===== src/rtl/lsu_mem_ctrl_pkg.sv =====
// Shared types and helpers for the load/store memory-stage controller.
package lsu_pkg;

    localparam int unsigned XLEN = 32;
    localparam int unsigned F3W  = 3;

    localparam logic [F3W-1:0] F3_B  = 3'b000;
    localparam logic [F3W-1:0] F3_H  = 3'b001;
    localparam logic [F3W-1:0] F3_W  = 3'b010;
    localparam logic [F3W-1:0] F3_BU = 3'b100;
    localparam logic [F3W-1:0] F3_HU = 3'b101;

    typedef enum logic [1:0] {
        IDLE,
        ACCESS,
        SPLIT,
        RESP
    } state_t;

    // Request as latched at acceptance.
    typedef struct packed {
        logic            we;
        logic [F3W-1:0]  func3;
        logic [XLEN-1:0] addr;
        logic [XLEN-1:0] wdata;
    } req_t;

    function automatic logic is_legal(input logic [F3W-1:0] func3);
        logic r;
        case (func3)
            F3_B, F3_H, F3_W, F3_BU, F3_HU: r = 1'b1;
            default:                        r = 1'b0;
        endcase
        return r;
    endfunction

    function automatic logic is_aligned(input logic [F3W-1:0] func3, input logic [1:0] lo);
        logic r;
        case (func3)
            F3_B, F3_BU: r = 1'b1;
            F3_H, F3_HU: r = ~lo[0];
            F3_W:        r = (lo == 2'b00);
            default:     r = 1'b0;
        endcase
        return r;
    endfunction

    function automatic logic [2:0] beat_count(input logic [F3W-1:0] func3);
        logic [2:0] r;
        case (func3)
            F3_H, F3_HU: r = 3'd2;
            F3_W:        r = 3'd4;
            default:     r = 3'd1;
        endcase
        return r;
    endfunction

    // Replicate store data across all byte lanes so the RAM can pick its lane.
    function automatic logic [XLEN-1:0] lane_replicate(input logic [F3W-1:0] func3,
                                                       input logic [XLEN-1:0] data);
        logic [XLEN-1:0] r;
        case (func3)
            F3_B, F3_BU: r = {4{data[7:0]}};
            F3_H, F3_HU: r = {2{data[15:0]}};
            default:     r = data;
        endcase
        return r;
    endfunction

endpackage


===== src/rtl/lsu_mem_ctrl_if.sv =====
// Pipeline request/response channel and byte-laned RAM port.
interface lsu_req_if;
    import lsu_pkg::*;

    logic                 req_valid;
    logic                 req_ready;
    logic                 req_we;
    logic [F3W-1:0]       req_func3;
    logic [XLEN-1:0]      req_addr;
    logic [XLEN-1:0]      req_wdata;
    logic                 resp_valid;
    logic                 resp_ready;
    logic [XLEN-1:0]      resp_rdata;
    logic                 resp_err;

    modport master (
        output req_valid, req_we, req_func3, req_addr, req_wdata, resp_ready,
        input  req_ready, resp_valid, resp_rdata, resp_err
    );

    modport slave (
        input  req_valid, req_we, req_func3, req_addr, req_wdata, resp_ready,
        output req_ready, resp_valid, resp_rdata, resp_err
    );
endinterface

interface lsu_mem_if;
    import lsu_pkg::*;

    logic                 mem_we;
    logic [F3W-1:0]       mem_func3;
    logic [XLEN-1:0]      mem_address;
    logic [XLEN-1:0]      mem_wdata;
    logic [XLEN-1:0]      mem_rdata;

    modport master (
        output mem_we, mem_func3, mem_address, mem_wdata,
        input  mem_rdata
    );

    modport slave (
        input  mem_we, mem_func3, mem_address, mem_wdata,
        output mem_rdata
    );
endinterface


===== src/rtl/lsu_mem_ctrl_extend.sv =====
// Sign/zero extension of an assembled load value according to func3.
module lsu_extend
    import lsu_pkg::*;
(
    input  logic [XLEN-1:0] raw,
    input  logic [F3W-1:0]  func3,
    output logic [XLEN-1:0] ext_c
);

    always_comb begin
        ext_c = raw;
        case (func3)
            F3_B:    ext_c = {{24{raw[7]}}, raw[7:0]};
            F3_BU:   ext_c = {24'h0, raw[7:0]};
            F3_H:    ext_c = {{16{raw[15]}}, raw[15:0]};
            F3_HU:   ext_c = {16'h0, raw[15:0]};
            default: ext_c = raw;
        endcase
    end

endmodule


===== src/rtl/lsu_mem_ctrl.sv =====
// Memory-stage initiator: issues aligned accesses directly and splits
// misaligned ones into byte beats, returning one response per request.
module lsu_mem_ctrl
    import lsu_pkg::*;
#(
    parameter bit SPLIT_MISALIGNED = 1'b1
) (
    input logic       clk,
    input logic       rst,
    lsu_req_if.slave  req,
    lsu_mem_if.master mem
);

    state_t          state;
    req_t            lat;
    logic [1:0]      beat;
    logic [XLEN-1:0] asm_q;

    logic [XLEN-1:0] asm_c;
    logic [XLEN-1:0] ext_c;
    logic [1:0]      last_beat_c;
    logic [1:0]      next_beat_c;
    logic            req_err_c;

    // Current beat's byte merged into the assembly word, so the final beat
    // can be extended in the same cycle it arrives.
    always_comb begin
        asm_c                      = asm_q;
        asm_c[{beat, 3'b000} +: 8] = mem.mem_rdata[7:0];
        last_beat_c                = 2'(beat_count(lat.func3) - 3'd1);
        next_beat_c                = beat + 2'd1;
        req_err_c                  = !is_legal(req.req_func3) ||
                                     (!is_aligned(req.req_func3, req.req_addr[1:0]) &&
                                      !SPLIT_MISALIGNED);
    end

    lsu_extend u_extend (
        .raw   (asm_c),
        .func3 (lat.func3),
        .ext_c (ext_c)
    );

    always_ff @(posedge clk or posedge rst) begin
        if (rst) begin
            state           <= IDLE;
            lat             <= '0;
            beat            <= '0;
            asm_q           <= '0;
            req.req_ready   <= 1'b1;
            req.resp_valid  <= 1'b0;
            req.resp_rdata  <= '0;
            req.resp_err    <= 1'b0;
            mem.mem_we      <= 1'b0;
            mem.mem_func3   <= '0;
            mem.mem_address <= '0;
            mem.mem_wdata   <= '0;
        end else begin
            case (state)
                IDLE: begin
                    if (req.req_valid) begin
                        lat.we        <= req.req_we;
                        lat.func3     <= req.req_func3;
                        lat.addr      <= req.req_addr;
                        lat.wdata     <= req.req_wdata;
                        beat          <= '0;
                        asm_q         <= '0;
                        req.req_ready <= 1'b0;
                        if (req_err_c) begin
                            req.resp_valid <= 1'b1;
                            req.resp_err   <= 1'b1;
                            req.resp_rdata <= '0;
                            state          <= RESP;
                        end else if (is_aligned(req.req_func3, req.req_addr[1:0])) begin
                            mem.mem_we      <= req.req_we;
                            mem.mem_func3   <= req.req_func3;
                            mem.mem_address <= req.req_addr;
                            mem.mem_wdata   <= lane_replicate(req.req_func3, req.req_wdata);
                            state           <= ACCESS;
                        end else begin
                            mem.mem_we      <= req.req_we;
                            mem.mem_func3   <= req.req_we ? F3_B : F3_BU;
                            mem.mem_address <= req.req_addr;
                            mem.mem_wdata   <= {4{req.req_wdata[7:0]}};
                            state           <= SPLIT;
                        end
                    end
                end

                ACCESS: begin
                    mem.mem_we     <= 1'b0;
                    req.resp_rdata <= lat.we ? '0 : mem.mem_rdata;
                    req.resp_err   <= 1'b0;
                    req.resp_valid <= 1'b1;
                    state          <= RESP;
                end

                SPLIT: begin
                    asm_q <= asm_c;
                    if (beat == last_beat_c) begin
                        mem.mem_we     <= 1'b0;
                        req.resp_rdata <= lat.we ? '0 : ext_c;
                        req.resp_err   <= 1'b0;
                        req.resp_valid <= 1'b1;
                        state          <= RESP;
                    end else begin
                        beat            <= next_beat_c;
                        mem.mem_address <= lat.addr + XLEN'(next_beat_c);
                        mem.mem_wdata   <= {4{lat.wdata[{next_beat_c, 3'b000} +: 8]}};
                    end
                end

                RESP: begin
                    if (req.resp_ready) begin
                        req.resp_valid <= 1'b0;
                        req.resp_err   <= 1'b0;
                        req.req_ready  <= 1'b1;
                        state          <= IDLE;
                    end
                end

                default: state <= IDLE;
            endcase
        end
    end

endmodule


===== src/flat_wrapper.sv =====
// flat-port wrapper written by rule: the top's interface ports become plain ports
module lsu_mem_ctrl_flat import lsu_pkg::*;
#(
    parameter bit SPLIT_MISALIGNED = 1'b1
)
  (clk, rst, req_req_valid, req_req_we, req_req_func3, req_req_addr, req_req_wdata, req_resp_ready, req_req_ready, req_resp_valid, req_resp_rdata, req_resp_err, mem_mem_we, mem_mem_func3, mem_mem_address, mem_mem_wdata, mem_mem_rdata);
  lsu_req_if req_i ();
  lsu_mem_if mem_i ();
  input logic clk;
  input logic rst;
  input wire logic [$bits(req_i.req_valid)-1:0] req_req_valid;
  input wire logic [$bits(req_i.req_we)-1:0] req_req_we;
  input wire logic [$bits(req_i.req_func3)-1:0] req_req_func3;
  input wire logic [$bits(req_i.req_addr)-1:0] req_req_addr;
  input wire logic [$bits(req_i.req_wdata)-1:0] req_req_wdata;
  input wire logic [$bits(req_i.resp_ready)-1:0] req_resp_ready;
  output wire logic [$bits(req_i.req_ready)-1:0] req_req_ready;
  output wire logic [$bits(req_i.resp_valid)-1:0] req_resp_valid;
  output wire logic [$bits(req_i.resp_rdata)-1:0] req_resp_rdata;
  output wire logic [$bits(req_i.resp_err)-1:0] req_resp_err;
  output wire logic [$bits(mem_i.mem_we)-1:0] mem_mem_we;
  output wire logic [$bits(mem_i.mem_func3)-1:0] mem_mem_func3;
  output wire logic [$bits(mem_i.mem_address)-1:0] mem_mem_address;
  output wire logic [$bits(mem_i.mem_wdata)-1:0] mem_mem_wdata;
  input wire logic [$bits(mem_i.mem_rdata)-1:0] mem_mem_rdata;
  assign req_i.req_valid = req_req_valid;
  assign req_i.req_we = req_req_we;
  assign req_i.req_func3 = req_req_func3;
  assign req_i.req_addr = req_req_addr;
  assign req_i.req_wdata = req_req_wdata;
  assign req_i.resp_ready = req_resp_ready;
  assign req_req_ready = req_i.req_ready;
  assign req_resp_valid = req_i.resp_valid;
  assign req_resp_rdata = req_i.resp_rdata;
  assign req_resp_err = req_i.resp_err;
  assign mem_mem_we = mem_i.mem_we;
  assign mem_mem_func3 = mem_i.mem_func3;
  assign mem_mem_address = mem_i.mem_address;
  assign mem_mem_wdata = mem_i.mem_wdata;
  assign mem_i.mem_rdata = mem_mem_rdata;
  lsu_mem_ctrl #(.SPLIT_MISALIGNED(SPLIT_MISALIGNED)) u_core (.clk(clk), .rst(rst), .req(req_i), .mem(mem_i));
endmodule

===== config.mk =====
export PLATFORM = sky130hd
export DESIGN_NAME = lsu_mem_ctrl_flat
export DESIGN_NICKNAME = d
export VERILOG_FILES = /design/src/rtl/lsu_mem_ctrl_pkg.sv /design/src/rtl/lsu_mem_ctrl_if.sv /design/src/rtl/lsu_mem_ctrl_extend.sv /design/src/rtl/lsu_mem_ctrl.sv /design/src/flat_wrapper.sv
export SDC_FILE = /design/constraint.sdc
export NUM_CORES = 1
export LEC_CHECK = 0
export ABC_CLOCK_PERIOD_IN_PS = 14310
export CAP_MARGIN = 15
export CORE_MARGIN = 10
export CORE_UTILIZATION = 57
export CTS_CLUSTER_SIZE = 24
export DETAILED_ROUTE_END_ITERATION = 8
export PLACE_DENSITY = 0.91
export SYNTH_ARGS = -nofsm -noshare
export SYNTH_HDL_FRONTEND = slang
export SYNTH_HIERARCHICAL = 1
export SYNTH_SLANG_ARGS = --single-unit

===== constraint.sdc =====
create_clock -name clk -period 14.31 [get_ports clk]
set_clock_uncertainty 0.1 [all_clocks]
set_input_delay 1.431 -clock clk [delete_from_list [all_inputs] [get_ports clk]]
set_output_delay 1.431 -clock clk [all_outputs]
set_load 0.02 [all_outputs]

* Yosys cells after proc, flatten, opt, wreduce, memory -nomap -nowiden
Cells that the tools add are included.
Storage, ports and cells: register bits after elaboration 207, latch bits 0, bits in writable memories 0, ROM bits 0, input port bits 104, logic and storage cells 112, memories kept 0
Operators by class: add/sub/neg operators 4, $mul 0, div/mod/pow operators 0, order comparisons 0, equality and inequality tests 18, shifts and indexed selects 3, mux-type cells 50, bitwise gates (word level) 1, reduce and logical (&&, ||, !) cells 21
Operator list (number):
- 2-to-1 mux 32 bit | 13
- one-hot mux 32 bit (2 select lines) | 4
- one-hot mux 32 bit (4 select lines) | 1
- one-hot mux 32 bit (3 select lines) | 1
- adder 32 x 2 -> 32 bit | 1
- bitwise mux 32 bit | 1
- variable shift 8 x 7 -> 32 bit, first input constant | 1
- variable part select 32 x 6 -> 8 bit | 1
- variable part select 8 x 7 -> 32 bit | 1
- AND reduction 4 bit | 4
- 2-to-1 mux 2 bit | 7
- 2-to-1 mux 1 bit | 13
- equality test 3 bit, second input constant | 4
- AND reduction 3 bit | 4
- inequality test 2 bit, second input constant | 4
- one-hot mux 1 bit (4 select lines) | 2
- one-hot mux 2 bit (2 select lines) | 2
- one-hot mux 2 bit (4 select lines) | 1
- negation 5 -> 7 bit | 1
- equality test 3 x 1 -> 1 bit, second input constant | 2
- equality test 3 x 2 -> 1 bit, second input constant | 2
- zero test 3 bit | 2
- 2-to-1 mux 3 bit | 2
- one-hot mux 1 bit (3 select lines) | 2
- 14 further kinds | 21

* Logic depth before layout (Yosys ltp)
Gate-level depths: netlist (run 1).
depth after elaboration 10, gate-level depth with buffers 14

* Hierarchy
Netlist (run 1), hierarchy kept.
Modules (own cells, without submodules):
- lsu_mem_ctrl | instances 1, cells each 1016, area an instance 10407.5 µm²
- lsu_extend | instances 1, cells each 67, area an instance 355.3 µm²

* Worst setup path after synthesis (run 1)
No wires, ideal clock.
path kind reg-to-reg, start register u_core.beat[0], end register u_core.req.resp_rdata[15], setup time 0.096 ns, arrival time 3.528 ns, data required time 14.114 ns, slack 10.586 ns, cell stages (with the launch flop) 14, buffers on the path 4, period minus slack after synthesis 3.724 ns, cell sequence dfrtp_1 clkbuf_1 clkbuf_1 inv_1 ha_1 buf_2 nor3_1 nand2_1 o21ai_0 or4b_4 buf_6 nand2_1 a22oi_1 o31ai_1
Between the ends: word-level cells in the longest chain between the ends 7, elaborated cells between the ends (all ways) 11
RTL lines:
- from (decl) | RTL line lsu_mem_ctrl.sv:16 | logic [1:0] beat;
- from (signal assigned) | RTL line lsu_mem_ctrl.sv:106 | beat <= next_beat_c;
- negation 5 -> 7 bit (*) | RTL line lsu_mem_ctrl.sv:29 | asm_c[{beat, 3'b000} +: 8] = mem.mem_rdata[7:0];
- variable part select 8 x 7 -> 32 bit or variable shift 8 x 7 -> 32 bit (tied branches) | RTL line lsu_mem_ctrl.sv:29
- bitwise mux 32 bit (*) | RTL line lsu_mem_ctrl.sv:29
- named net u_core.asm_c[7] | RTL line lsu_mem_ctrl.sv:19 | logic [XLEN-1:0] asm_c;
- one-hot mux 32 bit (4 select lines) (*) | RTL line lsu_mem_ctrl_extend.sv:12 | case (func3)
- named net u_core.ext_c[15] | RTL line lsu_mem_ctrl.sv:20 | logic [XLEN-1:0] ext_c;
- 2-to-1 mux 32 bit (*) | RTL line lsu_mem_ctrl.sv:101 | req.resp_rdata <= lat.we ? '0 : ext_c;
- 2-to-1 mux 32 bit (*) | RTL line lsu_mem_ctrl.sv:99 | if (beat == last_beat_c) begin
- one-hot mux 32 bit (3 select lines) (*) | RTL line lsu_mem_ctrl.sv:58 | case (state)
- to (signal assigned) | RTL line lsu_mem_ctrl.sv:91 | req.resp_rdata <= lat.we ? '0 : mem.mem_rdata;
- to (signal assigned) | RTL line lsu_mem_ctrl.sv:101
- to (decl) | RTL line lsu_mem_ctrl_if.sv:23 | output req_ready, resp_valid, resp_rdata, resp_err
The timed path passes the listed nets; every way through them passes the cells marked *. The select of a mux whose other input is x is not followed. A chain may end at the register's enable or synchronous reset.

* Worst setup path after layout (run 1)
start register u_core.beat[0], end register u_core.req.resp_rdata[31]
The elaborated chain is that of the path after synthesis.

==> out/results.txt, run 1 <==
Once routing completed, OpenROAD measured the worst setup slack at 9.63 ns. The CTS root buffer is sky130_fd_sc_hd__clkbuf_16. The worst register-to-register path begins at u_core/beat[0]$_DFFE_PP0P_. The worst register-to-register path ends at u_core/req.resp_rdata[31]$_DFFE_PP0P_. Setup repair after global routing left no endpoint under its margin.

The mean routed wirelength per cell was 21.8 um; the post-synthesis simple-gate area fraction was 0.126. Pin placement for this block handled 207 I/O pins. The post-synthesis share of cell area spent on xor and xnor gates was 0.0252; the cell internal power dissipation was 1850 uW. The number of synthesized flops with an enable pin was 0. The slowest stage of the critical path belongs to the cell sky130_fd_sc_hd__nor3_1.

The tools report the initial standard-cell utilization of the core as 0.577. The final-report hold violation count is 0. STA classifies the critical path startpoint as a register. Portion of total power attributed to the clock network: 0.188. Before antenna repair, the detailed router went through 5 iterations. Number of remaining DRC errors: 0. The transition time at the pin with the least slew margin came out at 1.19 ns.

The async set or reset register ratio after synthesis is 1.00. Data on the critical path arrives at its endpoint at 5.01 ns. The pre-CTS worst setup slack was 9.55 ns. Summed over all layers, the routed wires come to 32.5 mm. For flop-to-flop paths, the worst setup slack is 9.63 ns. The net switching fraction of the power was 0.418; the iteration-0 DRC count of the detailed router was 936. The average footprint of a synthesized cell was 9.94 um^2; the length in cells of the worst reg-to-reg path was 9. From left edge to right edge, the die measures 157 um. The largest fanout of any net on the critical path was 21. The destination of the worst hold path is u_core/req.resp_rdata[14]$_DFFE_PP0P_. The worst hold path passes through 2 cells. The combinational family with the most area after synthesis is compound AO/OA/AOI/OAI gates.

The number of nets handed over by synthesis was 1,200. Across the run, the number of max-cap violations was 0. Leaving out fill and tap cells, the most frequent cells in the layout are sky130_fd_sc_hd__clkdlybuf4s50_1, sky130_fd_sc_hd__dfrtp_1, sky130_fd_sc_hd__nand2_1, sky130_fd_sc_hd__o21ai_0, sky130_fd_sc_hd__mux2_2. The share of synthesized cell area in full adder, half adder and majority cells is 0.0158, and the number of port buffers is 206. The final clock period utilization by the worst path was 0.327; the count of pins over their slew limit was 0. In this run the deepest clock path goes through 3 buffers. The number of clock buffers added by TritonCTS is 23. In this run the static leakage power is 0.00565 uW.

The number of sinks driven by the clock tree came out at 207. Synthesized-area fraction occupied by ao, oa, aoi and oai cells: 0.193. The mux contribution to synthesized area was 0.107; the post-cts repair resize count was 0. In this run the most critical hold path is launched from u_core/req.resp_rdata[14]$_DFFE_PP0P_. The final count of negative-setup-slack endpoints is 0. The run gives 0.000148 V as the worst-case vdd ir drop. The area of the mapped netlist came out at 0.0108 mm^2. Walking the worst path, the cells encountered are inv_1, ha_1, nor3_1, nand2_1, o21ai_0, mux2i_2, o21ai_0, a22oi_1, o31ai_1. The first global-routing pass estimated 51.0 mm of wire.

For this block, the via count after detailed routing is 9,464. Once the clock tree was built, the setup fixing pass inserted 0 buffers. For the pin count of the biggest net entering global routing, the log shows 129. For the sequential share of power, the log shows 0.329. The required time of the critical path was 14.63 ns; the count of nets after finishing was 1,356.

Average vias per placed instance: 6.36. The distinct cell type count after synthesis came out at 62. The run gives 0.202 as the normalized max-slew margin. Library cell appearing most often on the critical path: sky130_fd_sc_hd__o21ai_0. In the final timing run, aggregate negative setup slack is 0 ns. The clock-pin slew on the worst setup and hold paths was 0.06 ns. The initialized floorplan defines 50 standard-cell rows. The combinational fraction of design power was 0.483; the final-layout fill cell count was 1,236.

The number of warning messages in the yosys log was 6; the count of H-tree levels built during CTS was 1. The count of nets left with antenna violations once routing finished came out at 0. Dividing total power by cell area gives a power density of 234 mW/mm^2.

The placed wire-length estimate after detailed placement was 21.3 mm. TritonCTS built the clock tree. The nature of the critical path endpoint is a register. The final weighted congestion in routability-driven placement is 0.858.

The maximum clock frequency was 213 MHz. The post-synthesis sequential area ratio is 0.481. Clock latency on the worst-skew pair, taken at its later pin, is 0.52 ns. Counting every instance in the synthesized netlist gives 1,083.

The worst setup path is of the reg -> reg kind. For the number of global-route vias before repair, the log shows 9,594. The synthesized design contains 207 register bits. The tools report the number of antenna violations at the first check in global routing as 4. Path class of the lowest-slack min-delay path: reg -> reg. In this design, the stage delay of the slowest critical-path cell is 0.94 ns. The number of hold buffers added after CTS was 0. Die boundary height: 157 um. The layout-stage area growth over the synthesis result was 26.4%.

The standard cell core area is 0.0186 mm^2, and the area enclosed by the die boundary is 0.0248 mm^2. The ratio of cells with drive above 1 in the final layout came out at 0.106. Global routing finished with a remaining overflow of 0.

Overall routing resource usage: 0.253. The analysis attributes to net switching a power of 1330 uW. In this run the worst setup path begins at u_core/beat[0]$_DFFE_PP0P_.

For this run, the leading register cell type out of synthesis is sky130_fd_sc_hd__dfrtp_1. The flow ran to the end, and the final reports show no timing, DRC or antenna violations. The clock period could shrink to 4.68 ns.
## flip-flops by register name, indices dropped and copies added, names as in the netlist, 2 cells and up
name and cells:
u_core/asm_q 32, u_core/beat 2, u_core/lat 68, u_core/mem.mem_address 32, u_core/mem.mem_func3 3, u_core/mem.mem_wdata 32
u_core/req.resp_rdata 32, u_core/state 2
## final cells by class
class,count,area (um^2),share of cell area
multi-input cells,747,5050,0.371
diodes,3,7.51,0.000552
flip-flops and latches,207,5180,0.381
inverters,45,176,0.0130
clock buffers,35,711,0.0522
well taps,234,293,0.0215
clock inverters,2,50.0,0.00368
repair buffers,215,2130,0.157
## cells in the mapped netlist (5+ instances only)
master / count / area, um^2
sky130_fd_sc_hd__dfrtp_1: 206 / 5150
sky130_fd_sc_hd__nand2_1: 193 / 724
sky130_fd_sc_hd__o21ai_0: 92 / 460
sky130_fd_sc_hd__mux2_2: 67 / 754
sky130_fd_sc_hd__clkbuf_1: 54 / 203
sky130_fd_sc_hd__inv_1: 45 / 169
sky130_fd_sc_hd__a22oi_1: 38 / 285
sky130_fd_sc_hd__a22o_1: 37 / 324
sky130_fd_sc_hd__o31ai_1: 34 / 255
sky130_fd_sc_hd__nand3_1: 30 / 150
sky130_fd_sc_hd__a21oi_1: 27 / 135
sky130_fd_sc_hd__nor2_1: 24 / 90.1
sky130_fd_sc_hd__mux2i_1: 20 / 200
sky130_fd_sc_hd__xor2_1: 20 / 175
sky130_fd_sc_hd__a21o_1: 19 / 143
sky130_fd_sc_hd__buf_2: 14 / 70.1
sky130_fd_sc_hd__o211ai_1: 14 / 105
sky130_fd_sc_hd__a211oi_1: 12 / 90.1
sky130_fd_sc_hd__ha_1: 12 / 150
sky130_fd_sc_hd__xnor2_1: 11 / 96.3
sky130_fd_sc_hd__buf_4: 9 / 67.6
sky130_fd_sc_hd__nand4_1: 9 / 56.3
sky130_fd_sc_hd__a221o_1: 8 / 80.1
sky130_fd_sc_hd__mux4_2: 8 / 180
sky130_fd_sc_hd__and2_1: 6 / 37.5
sky130_fd_sc_hd__nor3_1: 6 / 30.0
sky130_fd_sc_hd__and3_1: 5 / 31.3
sky130_fd_sc_hd__nand2b_1: 5 / 31.3
sky130_fd_sc_hd__nor2b_1: 5 / 31.3
## layer usage
layer / vias up / share of wire / global-route usage
met2: 526 / 0.48 / 0.415
met5: - / 0.00040 / 0
met1: 4653 / 0.39 / 0.314
met4: 2 / 0.031 / 0.0841
met3: 99 / 0.099 / 0.0721
li1: 4184 / - / -
## worst max-delay path by stage
stage | end | slack (ns) | depth (start not counted)
floorplan | u_core/asm_q[0]$_DFFE_PP0P_ | 7.13 | 1
global placement | u_core/mem.mem_wdata[16]$_DFFE_PP0P_ | 9.67 | 7
detailed placement | u_core/mem.mem_wdata[20]$_DFFE_PP0P_ | 9.55 | 7
CTS | u_core/req.resp_rdata[31]$_DFFE_PP0P_ | 9.67 | 9
global route | u_core/req.resp_rdata[31]$_DFFE_PP0P_ | 9.21 | 9
finish | u_core/req.resp_rdata[31]$_DFFE_PP0P_ | 9.63 | 9
## per-stage QoR
step / hold WS, ns / total power, uW / cells / instance area (um^2) / utilization
global placement: 0.358 / 2470 / 1446 / 12800 / 0.688
global route: 0.402 / 3350 / 1485 / 13600 / 0.729
floorplan: 0.372 / 2000 / 1083 / 10800 / -
CTS: 0.378 / 3170 / 1483 / 13600 / 0.728
detailed placement: 0.366 / 2540 / 1446 / 12800 / 0.688
finish: 0.373 / 3180 / 1488 / 13600 / 0.730
## power groups by stage
stage               registers [uW]  logic, uW  clock network (uW)
floorplan                     1130        869                   0
global placement              1030       1440                   0
detailed placement            1040       1500                   0
CTS                           1040       1520                 605
global route                  1070       1650                 630
finish                        1050       1540                 599
## cells by family (layout without fill, tap and decap cells)
logic type                 Yosys count  after routing
and+or+nand+nor                    303            303
DFF                                207            207
muxes                               96             96
AOI/OAI and AO/OA                  304            304
adders and majority gates           13             13
xor gates and xnor gates            31             31
buffers and inverters              129            297
other                                0              3
## worst max-delay path: cells and delay by family, from the launching register on
| kind | cells | cell delay (ns) |
|---|---|---|
| AOI/OAI and AO/OA | 4 | 1.07 |
| buffers and inverters | 1 | 0.37 |
| muxes | 1 | 0.34 |
| and+or+nand+nor | 2 | 1.03 |
| adders and majority gates | 1 | 0.77 |
| DFF | 1 | 0.92 |
(Power assumes the default switching activity.)
==> run 2: changes to the inputs <==
ABC_CLOCK_PERIOD_IN_PS = 4690   (was 14310)
CORE_UTILIZATION = 53   (was 57)
PLACE_DENSITY = 0.85   (was 0.91)
clock period = 4.69 ns   (was 14.31 ns; I/O delays follow)
==> out/results.txt, run 2 (synthesized netlist as in run 1, its figures left out) <==
Final count of negative-setup-slack endpoints: 0 (unchanged). For the placed wire-length estimate after detailed placement, the log shows 21.3 mm (about the same). Worst hold path stage count: 2 (unchanged). Compared with the post-synthesis result, the final layout area differs by 28.2%.

In this run the critical register-to-register path is captured at u_core/mem.mem_address[30]$_DFFE_PP0P_. Setup repair after global routing left no endpoint under its margin. The tree is rooted in a sky130_fd_sc_hd__clkbuf_16.

The normalized max-slew margin is 0.242 (+0.0395). The transition time at the pin with the least slew margin was 1.13 ns (-0.0588 ns); the final non-filler cell area was 0.0138 mm^2 (+1.4%). The tools report the maximum count of clock buffers along a single path as 3 (unchanged). Clock-pin slew on the worst setup and hold paths: 0.06 ns (about the same).

The critical path starts at u_core/state[0]$_DFFE_PP0P_. The run gives 1,473 (+19%) as the final-layout fill cell count. The path with the worst hold slack has its endpoint at u_core/req.resp_rdata[15]$_DFFE_PP0P_. The standard cell core area was 0.0201 mm^2 (+7.8%); the count of pins over their slew limit was 0 (unchanged). Minimum clock period after layout: 3.43 ns (-1.25 ns). The run finished with clean final reports. The overall routing resource usage came out at 0.228 (-0.0248).

The worst setup path is launched from a register. The run gives 9,174 (-4.4%) as the number of global-route vias before repair. The register with the most flip-flops in the final layout is u_core/lat. The logs give 49.6 mm (-2.8%) for the global-route wire length before repair and 0 ns (unchanged) for the total negative slack. The required time of the critical path is 4.97 ns (-9.66 ns).

In this run the worst hold path is classified as reg -> reg. The initial standard-cell utilization of the core came out at 0.535 (-0.0420). STA classifies the critical path endpoint as a register. The worst register-to-register path begins at u_core/state[0]$_DFFE_PP0P_. The pin count of the biggest net entering global routing is 105 (-19%).

The largest stage delay on the critical path was 0.73 ns (-0.21 ns); the total leakage power was 0.00572 uW (+1.3%). By startpoint and endpoint, the worst setup path is classified as reg -> reg. The area enclosed by the die boundary is 0.0264 mm^2 (+6.6%). The run gives 0 (unchanged) as the aggregate global routing overflow. The number of nets still failing antenna checks after routing was 0 (unchanged).

The worst-case vdd ir drop was 0.000483 V (+230%). The number of port buffers was 206 (unchanged). Mean routed wirelength per cell: 20.4 um (-6.7%). The worst hold path begins at u_core/req.resp_rdata[15]$_DFFE_PP0P_. The number of antenna violations at the first check in global routing was 5 (+1). The endpoint arrival time on the critical path was 3.71 ns (-1.30 ns). Slack of the worst reg-to-reg path: 1.26 ns (-8.37 ns). The top cell types in the final layout, fill and taps aside, are sky130_fd_sc_hd__clkdlybuf4s50_1, sky130_fd_sc_hd__dfrtp_1, sky130_fd_sc_hd__nand2_1, sky130_fd_sc_hd__o21ai_0, sky130_fd_sc_hd__mux2_2. The run gives 0.0129 mm^2 (+0.87%) as the total cell area at the placement stage. The final-report hold violation count is 0 (unchanged). The count of nets after finishing was 1,364 (+0.59%). The ratio of cells with drive above 1 in the final layout was 0.114 (+0.00859); the length in cells of the worst reg-to-reg path was 8 (-1). The iteration-0 DRC count of the detailed router came out at 751 (-20%). TritonCTS built the clock tree.

The logs give 9790 uW (+210%) for the total power after layout and 1 (unchanged) for the count of H-tree levels built during CTS. The tools report the number of remaining DRC errors as 0 (unchanged). The flip-flop count of the largest register, all copies and words added is 68 (unchanged), and the number of buffers created by CTS is 23 (unchanged). Insertion delay of the later-clocked pin in the worst-skew pair: 0.50 ns (-0.02 ns).

The count of boundary I/O pins came out at 207 (unchanged). The largest fanout of any net on the critical path came out at 104 (+400%). The logs give 0 (unchanged) for the count of buffers added by post-CTS timing repair for setup and 1,490 (+3.0%) for the cell count after placement. The die boundary height is 163 um (+3.2%), and the total length of routed wires is 31.3 mm (-3.6%).

Traced cell by cell, the critical path runs through inv_1, ha_4, nand2b_1, or4_1, nand3_4, buf_4, nor2_1, a221o_1. The final clock period utilization by the worst path was 0.732 (+0.405). The horizontal extent of the die was 163 um (+3.2%); the detailed-router iteration count before antenna repair was 5 (unchanged). The largest individual stage delay along the critical path comes from the cell sky130_fd_sc_hd__buf_4. The run gives 0.377 ns (+0.00380 ns) as the final-layout worst hold slack. The power density relative to cell area is 709 mW/mm^2 (+200%). The average vias per placed instance is 5.97 (-6.1%).

The number of standard-cell rows in the floorplan is 52 (+4.0%). The post-cts repair resize count came out at 0 (unchanged). The final weighted congestion in routability-driven placement is 0.903 (+5.2%), and the count of hold buffers inserted by post-cts repair is 0 (unchanged). The run gives 9,182 (-3.0%) as the via count of the routed design. The tools report the number of sinks driven by the clock tree as 207 (unchanged).

Buffers plus inverters on the worst setup path: 2 (+1). The number of max-capacitance violations reported came out at 0 (unchanged). The logs give 291 MHz (+36%) for the maximum clock frequency and 1,537 (+3.3%) for the post-route non-filler standard cell count. The gate family responsible for the most delay along the worst path is simple AND/OR/NAND/NOR gates.
[run 2: cell types whose count changed in the layout (fill, tap and decap cells not counted), moves of 2 or more]
cell / before / now
sky130_fd_sc_hd__bufinv_16: 1 / 4
sky130_fd_sc_hd__buf_4: 7 / 13
sky130_fd_sc_hd__clkbuf_8: 9 / 5
sky130_fd_sc_hd__clkinv_2: 0 / 4
sky130_fd_sc_hd__diode_2: 3 / 5
[run 2: final cells by class]
cell class	count	area, um^2	area share
sequential	207	5180	0.376
multi-input combinational	747	5050	0.366
timing repair buffer	223	2230	0.161
clock buffer	30	652	0.0473
tap	270	338	0.0245
inverter	45	173	0.0125
clock inverter	10	158	0.0114
antenna	5	12.5	0.000907
[run 2: layer usage]
layer | global-route usage | vias up | part of all wire
li1 | - | 4221 | -
met1 | 0.299 | 4465 | 0.41
met2 | 0.360 | 441 | 0.47
met3 | 0.0614 | 55 | 0.097
met4 | 0.0728 | 0 | 0.021
met5 | 0 | - | 0
[run 2: metrics by stage]
step                      worst slack [ns]   util
after floorplan                      0.966      -
after global placement                1.25  0.643
after detailed placement              1.13  0.643
after CTS                             1.28  0.683
after global routing                  1.02  0.686
final                                 1.26  0.686
[run 2: worst max-delay path by stage]
stage / to / slack, ns / depth (start not counted)
final: u_core/mem.mem_address[30]$_DFFE_PP0P_ / 1.26 / 8
after global routing: u_core/mem.mem_address[24]$_DFFE_PP0P_ / 1.02 / 8
after CTS: u_core/mem.mem_address[24]$_DFFE_PP0P_ / 1.28 / 8
after detailed placement: u_core/mem.mem_address[31]$_DFFE_PP0P_ / 1.13 / 7
after global placement: u_core/mem.mem_address[29]$_DFFE_PP0P_ / 1.25 / 7
after floorplan: u_core/req.resp_rdata[15]$_DFFE_PP0P_ / 0.97 / 13
[run 2: report_power, final]
part	internal, uW	switching, uW	leakage [uW]
registers	2550	577	0.00261
logic	2050	2690	0.00271
clock network	1200	726	0.000403
[run 2: worst min-delay path, cell delays in order, from the launching register on]
cell and delay (ns):
sky130_fd_sc_hd__dfrtp_1 0.34, sky130_fd_sc_hd__nand2_1 0.05, sky130_fd_sc_hd__o31ai_1 0.05
